### src/rtl/bip_host_link.sv
`default_nettype none
// ============================================================================
// Module   : bip_host_link
// Purpose  : Host-side serial link to a BIP processor. Sends one 8N1 command
//            byte, then collects a 4-byte little-endian result word and
//            presents the final PC (bits 26:16) and data word (bits 15:0).
// Revision : 1.0 - initial release
// ============================================================================
module bip_host_link #(
  parameter int CLKS_PER_BIT   = 16,
  parameter int TIMEOUT_CYCLES = 1000000
) (
  input  logic        clk,
  input  logic        reset,
  input  logic        start,
  input  logic [7:0]  cmd_byte,
  input  logic        rx_in,
  output logic        tx_out,
  output logic        busy,
  output logic        done,
  output logic [10:0] result_pc,
  output logic [15:0] result_acc,
  output logic        framing_err,
  output logic        timeout_err
);

  localparam logic [2:0] S_IDLE = 3'd0;
  localparam logic [2:0] S_TX   = 3'd1;
  localparam logic [2:0] S_WAIT = 3'd2;
  localparam logic [2:0] S_RX   = 3'd3;
  localparam logic [2:0] S_DONE = 3'd4;

  localparam logic [11:0] c_BIT_LAST = 12'(CLKS_PER_BIT - 1);
  localparam logic [11:0] c_BIT_MID  = 12'(CLKS_PER_BIT / 2);
  localparam logic [31:0] c_TO_LAST  = 32'(TIMEOUT_CYCLES - 1);

  logic [2:0]  state_q, state_d;
  logic [9:0]  tx_shift_q, tx_shift_d;   // bit 0 is the line level being driven
  logic [11:0] baud_q, baud_d;
  logic [3:0]  bit_q, bit_d;             // 0 = start, 1..8 = data, 9 = stop
  logic [1:0]  byte_cnt_q, byte_cnt_d;
  logic        hunt_q, hunt_d;           // waiting for the next byte's start bit
  logic [7:0]  rx_byte_q, rx_byte_d;
  logic [23:0] word_q, word_d;           // first three received bytes
  logic [31:0] to_q, to_d;
  logic        busy_q, busy_d;
  logic        done_q, done_d;
  logic [10:0] pc_q, pc_d;
  logic [15:0] acc_q, acc_d;
  logic        ferr_q, ferr_d;
  logic        terr_q, terr_d;
  logic        sync1_q, sync2_q, sync3_q;

  logic        w_fall;
  logic        w_wrap;
  logic [11:0] w_baud_next;

  assign w_fall      = sync3_q & ~sync2_q;
  assign w_wrap      = (baud_q == c_BIT_LAST);
  assign w_baud_next = w_wrap ? 12'd0 : baud_q + 12'd1;

  // Next-state logic for the transmit / wait / receive sequencer.
  always_comb begin
    state_d    = state_q;
    tx_shift_d = tx_shift_q;
    baud_d     = baud_q;
    bit_d      = bit_q;
    byte_cnt_d = byte_cnt_q;
    hunt_d     = hunt_q;
    rx_byte_d  = rx_byte_q;
    word_d     = word_q;
    to_d       = to_q;
    busy_d     = busy_q;
    done_d     = 1'b0;
    pc_d       = pc_q;
    acc_d      = acc_q;
    ferr_d     = ferr_q;
    terr_d     = terr_q;

    case (state_q)
      S_IDLE: begin
        if (start) begin
          state_d    = S_TX;
          tx_shift_d = {1'b1, cmd_byte, 1'b0};
          baud_d     = 12'd0;
          bit_d      = 4'd0;
          byte_cnt_d = 2'd0;
          busy_d     = 1'b1;
          ferr_d     = 1'b0;
          terr_d     = 1'b0;
        end
      end
      S_TX: begin
        baud_d = w_baud_next;
        if (w_wrap) begin
          // Shifting in ones leaves the line idle once the stop bit is gone.
          tx_shift_d = {1'b1, tx_shift_q[9:1]};
          if (bit_q == 4'd9) begin
            state_d = S_WAIT;
            bit_d   = 4'd0;
            to_d    = 32'd0;
          end else begin
            bit_d = bit_q + 4'd1;
          end
        end
      end
      S_WAIT: begin
        // A start edge wins over an expiring timeout in the same cycle.
        if (w_fall) begin
          state_d = S_RX;
          hunt_d  = 1'b0;
          baud_d  = 12'd1;  // the edge cycle itself was count 0
          bit_d   = 4'd0;
        end else if (to_q == c_TO_LAST) begin
          state_d = S_IDLE;
          terr_d  = 1'b1;
          busy_d  = 1'b0;
        end else begin
          to_d = to_q + 32'd1;
        end
      end
      S_RX: begin
        if (hunt_q) begin
          if (w_fall) begin
            hunt_d = 1'b0;
            baud_d = 12'd1;
            bit_d  = 4'd0;
          end
        end else begin
          baud_d = w_baud_next;
          if (w_wrap) bit_d = bit_q + 4'd1;
          if (baud_q == c_BIT_MID) begin
            if (bit_q == 4'd0) begin
              // Start bit high again at mid-bit: treat as a glitch.
              if (sync2_q) begin
                if (byte_cnt_q == 2'd0) state_d = S_WAIT;
                else                    hunt_d  = 1'b1;
              end
            end else if (bit_q <= 4'd8) begin
              rx_byte_d = {sync2_q, rx_byte_q[7:1]};
            end else if (!sync2_q) begin
              state_d = S_IDLE;
              ferr_d  = 1'b1;
              busy_d  = 1'b0;
            end else if (byte_cnt_q == 2'd3) begin
              // Bits 31:27 of the word (rx_byte_q[7:3]) are dropped here.
              state_d = S_DONE;
              done_d  = 1'b1;
              busy_d  = 1'b0;
              pc_d    = {rx_byte_q[2:0], word_q[23:16]};
              acc_d   = word_q[15:0];
            end else begin
              word_d     = {rx_byte_q, word_q[23:8]};
              byte_cnt_d = byte_cnt_q + 2'd1;
              hunt_d     = 1'b1;
            end
          end
        end
      end
      S_DONE: begin
        state_d = S_IDLE;
      end
      default: begin
        state_d = S_IDLE;
      end
    endcase
  end

  // State registers; reset returns the line to idle immediately.
  always_ff @(posedge clk or negedge reset) begin
    if (!reset) begin
      state_q    <= S_IDLE;
      tx_shift_q <= '1;
      baud_q     <= '0;
      bit_q      <= '0;
      byte_cnt_q <= '0;
      hunt_q     <= 1'b0;
      rx_byte_q  <= '0;
      word_q     <= '0;
      to_q       <= '0;
      busy_q     <= 1'b0;
      done_q     <= 1'b0;
      pc_q       <= '0;
      acc_q      <= '0;
      ferr_q     <= 1'b0;
      terr_q     <= 1'b0;
    end else begin
      state_q    <= state_d;
      tx_shift_q <= tx_shift_d;
      baud_q     <= baud_d;
      bit_q      <= bit_d;
      byte_cnt_q <= byte_cnt_d;
      hunt_q     <= hunt_d;
      rx_byte_q  <= rx_byte_d;
      word_q     <= word_d;
      to_q       <= to_d;
      busy_q     <= busy_d;
      done_q     <= done_d;
      pc_q       <= pc_d;
      acc_q      <= acc_d;
      ferr_q     <= ferr_d;
      terr_q     <= terr_d;
    end
  end

  // Two-flop synchronizer plus one history flop for falling-edge detection.
  always_ff @(posedge clk or negedge reset) begin
    if (!reset) begin
      sync1_q <= 1'b1;
      sync2_q <= 1'b1;
      sync3_q <= 1'b1;
    end else begin
      sync1_q <= rx_in;
      sync2_q <= sync1_q;
      sync3_q <= sync2_q;
    end
  end

  assign tx_out      = tx_shift_q[0];
  assign busy        = busy_q;
  assign done        = done_q;
  assign result_pc   = pc_q;
  assign result_acc  = acc_q;
  assign framing_err = ferr_q;
  assign timeout_err = terr_q;

endmodule
`default_nettype wire

### config.mk
export PLATFORM = sky130hd
export DESIGN_NAME = bip_host_link
export DESIGN_NICKNAME = d
export VERILOG_FILES = /design/src/rtl/bip_host_link.sv
export SDC_FILE = /design/constraint.sdc
export NUM_CORES = 1
export LEC_CHECK = 0
export CORE_ASPECT_RATIO = 1.5
export CORE_MARGIN = 1.5
export CORE_UTILIZATION = 40
export CTS_CLUSTER_DIAMETER = 150
export DETAILED_ROUTE_END_ITERATION = 16
export PLACE_DENSITY = 0.72
export SYNTH_ARGS = -nofsm -noshare
export SYNTH_HDL_FRONTEND = slang
export SYNTH_SLANG_ARGS = --single-unit
### constraint.sdc
create_clock -name clk -period 2.3 [get_ports clk]
set_clock_uncertainty 0.1 [all_clocks]
set_input_delay 0.46 -clock clk [delete_from_list [all_inputs] [get_ports clk]]
set_output_delay 0.46 -clock clk [all_outputs]
set_load 0.02 [all_outputs]
==> qor.yml <==
status: "completed"
reg2reg_to: "baud_q[11]$_DFFE_PN0P_"
netSwitchingFraction_pct: 28.5
min_path_type: "register to register"
top_layer_used: "met4"
vias_per_cell: 5.60
power.internal_mw: 5.19
crit_chain: "ha_1, and3_1, and3_2, or2_1, or3_1, o21ai_1"
syn2layout_area_growth_pct: 23.3
antenna_found_initial: 0
dp_hpwl_mm: 9.89
rsz0062_at_grt: "true"
grt_pass1_wl_mm: 23.7
drt-initial-drc-count: 239
worst_pin_slew_ps: 601
finalCoreUtilization_pct: 50.6
slew_viol_final: 0
power_leakage_nw: 3.50
ys_seq_area_share_pct: 50.6
place.gp.congestion: 0.914
ys_top_cells_by_area: "dfrtp_1 (46%), mux2_4 (8.9%), dfstp_2 (4.9%)"
dr_wl_met3_um: 459
drtAntennaViolNets: 0
core-area_um2: 15600
cts_root_buf: "clkbuf_16"
clkLatencyLatePin_ps: 410
route.vias.total: 4746
synth_commonest_cells: "dfrtp_1 (117), a21oi_1 (40), o21ai_0 (39)"
synth_top_area_share_pct: 45.7
syn_avg_cell_area_um2: 11.4
drt-met1-wl_mm: 5.58
combPwrFrac_pct: 20.7
crit_start: "baud_q[0]$_DFFE_PN0P_"
syn_nets: 583
async_flop_share_pct: 100
cts.clk_slew.worst_paths_ps: 60
cts_tree: "done"
slew_headroom_pct: 59.4
synth_most_common_cell: "dfrtp_1"
synth_warnings: 0
num_antenna_cells: 0
start_util_pct: 41.0
ys_types: 71
max_stage_delay_ps: 440
io_buffer_count: 43
synth_edf_count: 0
seqCellArea_um2: 3240
p_switching_mw: 2.07
fin_crit_sh_pct: 99.0
die_area_um2: 16800
reg2reg_from: "baud_q[0]$_DFFE_PN0P_"
drive_gt1_share_pct: 25.4
fin_hold_ws_ps: 256
nNetsFinal: 652
first_pass_iters: 5
powerDensity_nw_per_um2: 920
grt_max_degree: 44
whs_path_depth: 0
fp.dieW_um: 106
netlist_area_um2: 6410
setup-violations-final: 0
die_h_um: 158
start_kind: "register"
grt_overflow: 0
postSynthCellCount: 563
fillers: 1341
rows: 56
ios: 44
htree_levels: 4
critical_path_class: "register to register"
crit_fanout: 7
arrival_ps: 2520
drcViolationCount: 0
cap_violations: 0
grt.total_usage_pct: 17.7
numCtsBuffers: 17
routed_wl_mm: 14.0
hold_viol: 0
grt_pass1_vias: 4871
ff2ff_setup_slack_ps: 20
ff2ff_path_depth: 6
synth_seq_cells: 129
ir_drop_v: 0.000443
hold_start: "sync1_q$_DFF_PN1_"
cts.sinks: 129
clock_path_buffers: 2
routedWlPerCell_um: 16.5
layout_min_cycle_time_ps: 2280
multi_input_area_um2: 2930
max_freq_mhz: 439
min_to: "sync2_q$_DFF_PN1_"
power_frac_seq_pct: 37.7
yosysTopAreaCell: "dfrtp_1"
met2_length_mm: 7.62
slowest_stage: "dfrtp_1"
crit_required_ps: 2540
endpoint_kind: "register"
ys.flop_type: "dfrtp_1"
clkPwrFrac_pct: 41.6
## metal layers
| metal | vias to the layer above | global-route usage [%] |
|---|---|---|
| li1 | 2229 | - |
| met1 | 2372 | 19.9 |
| met2 | 112 | 31.9 |
| met3 | 33 | 4.08 |
| met4 | 0 | 7.34 |
| met5 | - | 0 |
## power by group through the flow
stage	logic, mW	registers [mW]	clock network (mW)
after floorplan	1.03	2.70	0
after global placement	1.42	2.74	0
after detailed placement	1.49	2.77	0
after CTS	1.50	2.73	3.08
after global routing	1.66	2.77	3.18
final	1.50	2.74	3.02
## metrics by stage
stage	std cells	cell area, um^2	setup slack (ps)	TNS (ps)	total power, mW
2_1_floorplan	563	6410	105	0	3.73
3_5_place_dp	814	7200	49.2	0	4.26
5_1_grt	848	7900	-35.1	-112	7.61
3_3_place_gp	814	7200	114	0	4.16
6_report	848	7900	22.6	0	7.27
4_1_cts	847	7880	27.8	0	7.31
## flip-flops by register name, summed over array words and instances, names as in the netlist, 2 cells and up
register,count
to_q,32
word_q,24
result_acc,16
baud_q,12
result_pc,11
tx_shift_q,9
rx_byte_q,8
bit_q,4
state_q,3
byte_cnt_q,2
## kinds of logic (layout without fill, tap and decap cells)
family	count (synthesis)	after routing	share of synthesized area, %
adders and majority gates	8	8	1.56
AOI/OAI and AO/OA	119	119	11.0
DFF	129	129	50.6
and+or+nand+nor	192	192	18.4
buffers and inverters	44	126	3.94
muxes	70	70	14.3
xor gates and xnor gates	1	1	0.137
## worst max-delay path by stage
stage	endpoint	slack [ps]	depth (start not counted)
after floorplan	baud_q[10]$_DFFE_PN0P_	100	9
after global placement	byte_cnt_q[0]$_DFFE_PN0P_	110	7
after detailed placement	byte_cnt_q[0]$_DFFE_PN0P_	50	7
after CTS	word_q[13]$_DFFE_PN0P_	30	8
after global routing	bit_q[0]$_DFFE_PN0P_	-40	6
final	baud_q[11]$_DFFE_PN0P_	20	6
## area by class of cell
| type | count | area share (%) |
|---|---|---|
| flip-flops and latches | 129 | 41.1 |
| multi-input cells | 390 | 37.1 |
| repair buffers | 77 | 9.36 |
| clock buffers | 20 | 5.53 |
| well taps | 203 | 3.22 |
| clock inverters | 12 | 2.90 |
| inverters | 17 | 0.808 |
## placed cells by master (no fill, tap or decap), types with 5 or more instances in the layout
master / n
nand4_1: 16
a31oi_1: 7
mux2_2: 22
nor3_1: 10
clkdlybuf4s50_1: 42
clkbuf_16: 17
dfrtp_1: 116
dfstp_2: 12
mux2i_1: 10
a21oi_1: 40
nor2_1: 29
o211ai_1: 5
bufinv_16: 6
ha_1: 8
buf_4: 29
inv_1: 17
and3_1: 10
or3_1: 26
o21ai_0: 39
nand2_1: 31
mux2_4: 38
nor4_1: 6
nand3_1: 17
## critical path, delay by kind of cell, from the launching register on
family / cells / cell delay [ps]
fa+ha+maj: 1 / 260
compound gates: 1 / 90
simple gates: 4 / 1320
flops: 1 / 440
## timing repair
item	CTS	global route
setup buffers	0	1
hold buffers	1	0
resized for setup	0	4
endpoints found under the setup margin	0	41
hold endpoints to repair	19	0
(Power assumes the default switching activity.)
